--- config.mk ---
export PLATFORM = sky130hd
export DESIGN_NAME = seg_display_scanner
export DESIGN_NICKNAME = d
export VERILOG_FILES = /design/src/rtl/seg_display_scanner.sv
export SDC_FILE = /design/constraint.sdc
export NUM_CORES = 1
export LEC_CHECK = 0
export ABC_AREA = 0
export CAP_MARGIN = 5
export CORE_MARGIN = 2
export CORE_UTILIZATION = 26
export CTS_BUF_LIST = sky130_fd_sc_hd__clkbuf_4
export DETAILED_ROUTE_END_ITERATION = 7
export GPL_ROUTABILITY_DRIVEN = 0
export HOLD_SLACK_MARGIN = 0.06
export PLACE_DENSITY_LB_ADDON = 0.08
export SETUP_SLACK_MARGIN = 0.1
export SYNTH_ARGS = -nofsm -noshare
export SYNTH_HDL_FRONTEND = slang
export SYNTH_SLANG_ARGS = --single-unit
--- constraint.sdc ---
create_clock -name clk -period 4.9 [get_ports clk]
set_input_delay 0.735 -clock clk [delete_from_list [all_inputs] [get_ports clk]]
set_output_delay 0.735 -clock clk [all_outputs]
set_load 0.05 [all_outputs]
--- src/rtl/seg_display_scanner.sv ---
// Multiplexed seven-segment display controller: hex or iterative shift-add-3 decimal
// conversion, leading-zero blanking, overflow dashes and a divided digit scan.
module seg_display_scanner #(
    parameter int DIGITS   = 8,
    parameter int DATA_W   = 32,
    parameter int SCAN_DIV = 100_000
) (
    input  logic              clk,
    input  logic              rst_n,
    input  logic              load,
    input  logic [DATA_W-1:0] value,
    input  logic              mode,
    input  logic              blank_lz,
    output logic              busy,
    output logic              overflow,
    output logic [7:0]        SEG,
    output logic [DIGITS-1:0] AN
);

    localparam int BCD_DIG = (DATA_W * 3) / 10 + 1;
    localparam int MAX_DIG = (DIGITS > BCD_DIG) ? DIGITS : BCD_DIG;
    localparam int EXT_W   = (DATA_W > 4 * DIGITS) ? DATA_W : 4 * DIGITS;
    localparam int CNT_W   = $clog2(DATA_W + 1);
    localparam int DIV_W   = $clog2(SCAN_DIV);
    localparam int IDX_W   = (DIGITS > 1) ? $clog2(DIGITS) : 1;

    typedef enum logic [1:0] {
        S_IDLE,
        S_CONV,
        S_COMMIT
    } state_t;

    state_t               state;
    logic [DATA_W-1:0]    shift_q;
    logic [4*BCD_DIG-1:0] bcd_q;
    logic [4*BCD_DIG-1:0] bcd_adj;
    logic [CNT_W-1:0]     cnt_q;
    logic [4*DIGITS-1:0]  disp_q;
    logic [DIV_W-1:0]     div_q;
    logic [IDX_W-1:0]     idx_q;

    logic [EXT_W-1:0]     value_ext;
    logic [4*MAX_DIG-1:0] bcd_ext;
    logic [4*DIGITS-1:0]  hex_disp;
    logic [4*DIGITS-1:0]  commit_disp;
    logic                 hex_ovf;
    logic                 commit_ovf;
    logic [DIGITS-1:0]    upper_zero;
    logic                 run_zero;
    logic [3:0]           nib;
    logic [7:0]           seg_next;
    logic [DIGITS-1:0]    an_next;

    function automatic logic [7:0] seg_decode(input logic [3:0] n);
        case (n)
            4'h0: seg_decode = 8'hC0;
            4'h1: seg_decode = 8'hF9;
            4'h2: seg_decode = 8'hA4;
            4'h3: seg_decode = 8'hB0;
            4'h4: seg_decode = 8'h99;
            4'h5: seg_decode = 8'h92;
            4'h6: seg_decode = 8'h82;
            4'h7: seg_decode = 8'hF8;
            4'h8: seg_decode = 8'h80;
            4'h9: seg_decode = 8'h98;
            4'hA: seg_decode = 8'h88;
            4'hB: seg_decode = 8'h83;
            4'hC: seg_decode = 8'hA7;
            4'hD: seg_decode = 8'hA1;
            4'hE: seg_decode = 8'h86;
            default: seg_decode = 8'h8E;
        endcase
    endfunction

    // Widen both sources so the truncation and the out-of-range test stay legal for any DIGITS/DATA_W mix.
    always_comb begin
        value_ext   = EXT_W'(value);
        bcd_ext     = (4 * MAX_DIG)'(bcd_q);
        hex_disp    = value_ext[4*DIGITS-1:0];
        hex_ovf     = |(value_ext >> (4 * DIGITS));
        commit_disp = bcd_ext[4*DIGITS-1:0];
        commit_ovf  = |(bcd_ext >> (4 * DIGITS));
    end

    always_comb begin
        bcd_adj = bcd_q;
        for (int unsigned d = 0; d < BCD_DIG; d++) begin
            if (bcd_q[4*d +: 4] >= 4'd5)
                bcd_adj[4*d +: 4] = bcd_q[4*d +: 4] + 4'd3;
        end
    end

    // upper_zero[i]: digits i..DIGITS-1 are all zero; built top-down with a running AND.
    always_comb begin
        run_zero   = 1'b1;
        upper_zero = '0;
        for (int unsigned k = 0; k < DIGITS; k++) begin
            run_zero = run_zero & (disp_q[4*(DIGITS-1-k) +: 4] == 4'd0);
            upper_zero[DIGITS-1-k] = run_zero;
        end
    end

    always_comb begin
        nib     = disp_q[{idx_q, 2'b00} +: 4];
        an_next = ~(DIGITS'(1) << idx_q);
        if (overflow)
            seg_next = 8'hBF;
        else if (blank_lz && (idx_q != '0) && upper_zero[idx_q])
            seg_next = 8'hFF;
        else
            seg_next = seg_decode(nib);
    end

    always_ff @(posedge clk or negedge rst_n) begin
        if (!rst_n) begin
            state    <= S_IDLE;
            shift_q  <= '0;
            bcd_q    <= '0;
            cnt_q    <= '0;
            disp_q   <= '0;
            overflow <= 1'b0;
            busy     <= 1'b0;
        end else begin
            case (state)
                S_IDLE: begin
                    if (load) begin
                        if (mode) begin
                            disp_q   <= hex_disp;
                            overflow <= hex_ovf;
                        end else begin
                            shift_q <= value;
                            bcd_q   <= '0;
                            cnt_q   <= CNT_W'(DATA_W);
                            busy    <= 1'b1;
                            state   <= S_CONV;
                        end
                    end
                end
                S_CONV: begin
                    {bcd_q, shift_q} <= {bcd_adj, shift_q} << 1;
                    cnt_q <= cnt_q - 1'b1;
                    if (cnt_q == CNT_W'(1))
                        state <= S_COMMIT;
                end
                S_COMMIT: begin
                    disp_q   <= commit_disp;
                    overflow <= commit_ovf;
                    busy     <= 1'b0;
                    state    <= S_IDLE;
                end
                default: state <= S_IDLE;
            endcase
        end
    end

    always_ff @(posedge clk or negedge rst_n) begin
        if (!rst_n) begin
            div_q <= '0;
            idx_q <= '0;
            SEG   <= 8'hFF;
            AN    <= '1;
        end else begin
            if (div_q == DIV_W'(SCAN_DIV - 1)) begin
                div_q <= '0;
                idx_q <= (idx_q == IDX_W'(DIGITS - 1)) ? '0 : idx_q + 1'b1;
            end else begin
                div_q <= div_q + 1'b1;
            end
            SEG <= seg_next;
            AN  <= an_next;
        end
    end

endmodule

==> impl_metrics.csv <==
group,metric,value,unit
synth,synth-async-reset-ratio,100,%
detailed_routing,first_iter_violations,350,
cts,h-tree-depth,4,
timing,hold_violations,0,
critical_path,cp_cell_sequence,"mux4_1 > mux2i_1 > nor2_1 > a211o_1 > o311ai_0",
final_layout,final_cell_mix,"134 x dfrtp_1, 128 x nand2_1, 71 x o21ai_0",
synth,synth_flop_cell,"dfrtp_1",
floorplan,start_util,26.5,%
cts,cts_num_sinks,149,
synth,synth_top_family_by_area,"compound AO/OA/AOI/OAI gates",
timing,slew_headroom,25.0,%
global_route,grt_max_degree,97,
flow_run,cap_violations,0,
global_route,antenna_found_initial,1,
run_status,status,"complete, no violations",
synth,syn_area,0.00763,mm²
detailed_routing,wirelength,18700,µm
placed_design,hpwl,12600,µm
critical_path,slowest_delay,0.86,ns
cts,cts-resized-gates,0,
detailed_routing,drt-vias-per-instance,4.69,
timing,min_period,2.98,ns
final_layout,final_common_cell,"dfrtp_1",
cts,root_buffer,"clkbuf_4",
critical_path,critPathKind,"flip-flop to flip-flop",
synth,syn_inst,771,
global_route,grt_pass1_wl,31400,µm
cts,clockBufferDepth,2,
cts,clk_latency,0.54,ns
timing,tightest_slew,1.09,ns
synth,synth_compound_area_share,15.3,%
power,peakVddDrop,0.357,mV
synth,syn_area_per_cell,9.90,µm²
timing,setup_viol,0,
synth,syn-num-nets,843,
power,power_leakage,3.79,nW
detailed_routing,wl_per_cell,15.6,µm
floorplan,dieWidth,175,µm
synth,netlist_top_cells_area,"dfrtp_1 44%, nand2_1 6.3%, ha_1 5.7%",
cts,hold_buffers,0,
synth,synth_top_area_share,43.9,%
global_route,first_global_vias,5943,
cts,path_clk_slew,0.16,ns
synth,yosys.area_share.simple,13.5,%
critical_path,worstPathArrival,3.42,ns
critical_path,cp.required,5.34,ns
final_layout,nets,876,
timing,grt_setup_unrepaired,"false",
placed_design,portBuffers,53,
cts,cts_buffers,17,
floorplan,die_height,175,µm
final_layout,drive_above_1_share,8.81,%
final_layout,final_core_util,30.7,%
synth,synth-warning-count,0,
cts,tritoncts,"done",
timing,skew,0.0290,ns
detailed_routing,drc_errors,0,
timing,fin_crit_sh,60.9,%
timing,tns,0,ns
synth,synthAdderAreaFrac,5.74,%
floorplan,rows,62,
timing,maxSlewViolCount,0,
critical_path,slowest_stage,"mux2i_1",
synth,synth_xor_area_share,4.25,%
global_route,grt_overflow,0,
floorplan,io_pins,55,
critical_path,cp-start-kind,"flip-flop",
floorplan,core,0.0288,mm²
detailed_routing,dr.pass1.iters,4,
synth,yosys.area.top_type,"dfrtp_1",
final_layout,nFillCells,2973,
final_layout,area_growth,15.6,%
synth,synth_edf_count,0,
critical_path,end_kind,"flip-flop",
detailed_routing,final_antenna_net_count,0,
floorplan,die_area,0.0307,mm²
synth,yosys_register_bits,149,
synth,synth_seq_area_share,49.1,%
power,power_density,559,mW/mm²
synth,muxShareOfSynthArea,8.06,%
final_layout,layout.area.seq,0.00375,mm²
synth,synth_cell_types,52,
final_layout,multi_input_comb_area,0.00360,mm²
cts,post_cts_buffers,0,
critical_path,critical_path.max_fanout,16,
global_route,grtUsageTotal,12.9,%
detailed_routing,vias,5640,
hold_path,hold_class,"input pin to asynchronous set/reset pin",
timing,timing.fmax,335,MHz
[worst paths after layout]
check                      depth (start not counted)          to  slack, ns      from
setup / recovery                                   5      SEG[5]       1.92  idx_q[0]
hold / removal                                     1   div_q[15]       0.28     rst_n
setup reg to reg                                   5      SEG[5]       1.92  idx_q[0]
hold reg to reg                                    1      SEG[6]       0.49  overflow
max in group asynchronous                          2  disp_q[27]       3.57     rst_n
min in group clk                                   1      SEG[6]       0.49  overflow
[power by group]
part	total, W	switching [W]	internal [W]
clock	0.000821	0.000505	0.000316
combinational	0.00203	0.00120	0.000831
sequential	0.00208	0.000392	0.00169
total	0.00493	0.00210	0.00283
[cell usage after synthesis, types with 3 or more instances]
master	instances
o32ai_1	9
nor4_1	8
xnor2_1	18
or2_2	3
dfstp_2	15
o21ai_0	71
nand3_1	10
clkbuf_1	36
inv_1	31
a32o_1	10
xor2_1	19
ha_1	35
buf_4	4
o311ai_0	3
nand2_1	128
o22ai_1	21
nand4_1	4
a21oi_1	40
mux2i_1	42
a22oi_1	13
mux4_2	7
nor2b_1	3
a211oi_1	3
nor2_1	49
nand2b_1	13
dfrtp_1	134
o31ai_1	11
[cell type report]
class / instances / area share, %
sequential: 149 / 42.5
multi-input combinational: 546 / 40.8
timing repair buffer: 59 / 6.54
tap: 384 / 5.45
clock inverter: 15 / 1.96
clock buffer: 17 / 1.45
inverter: 31 / 1.32
antenna: 2 / 0.0567
[sequential cells by signal (all words and copies together) (netlist names)]
name and flops:
AN 8, div_q 17, overflow 1, bcd_ext 40, cnt_q 6, state 2, shift_q 32, idx_q 3
disp_q 32, busy 1, SEG 7
[metrics by stage]
stage                     area (µm²)  cells  hold WS (ns)  worst slack [ns]  total power [W]
after floorplan                 7630    771         0.439              2.57          0.00356
after global placement          8520   1169         0.460              1.71          0.00409
final                           8820   1203         0.276              1.92          0.00493
after CTS                       8820   1201         0.253              1.91          0.00501
after global routing            8820   1203         0.288              1.64          0.00540
after detailed placement        8520   1169         0.464              1.65          0.00416
[worst max-delay path, delay by kind of cell, from the launching register on]
kind	cells	cell delay [ns]
simple gates	1	0.16
flops	1	0.80
mux	2	1.49
compound gates	2	0.42
[logic make-up (layout without fill, tap and decap cells)]
logic type / Yosys count / in the layout
flip-flops: 149 / 149
multiplexers: 51 / 51
XOR/XNOR: 37 / 37
adder cells (fa/ha/maj): 35 / 35
other: 1 / 3
AO/OA/AOI/OAI: 189 / 189
AND/OR/NAND/NOR: 233 / 233
buffers and inverters: 76 / 122
[per-layer routing]
metal	wire, µm	global-route usage (%)
met5	0	0
met4	139	3.16
met3	656	2.66
met2	8660	21.1
met1	9290	17.4
Note: power is estimated with default switching activity, not from simulation.
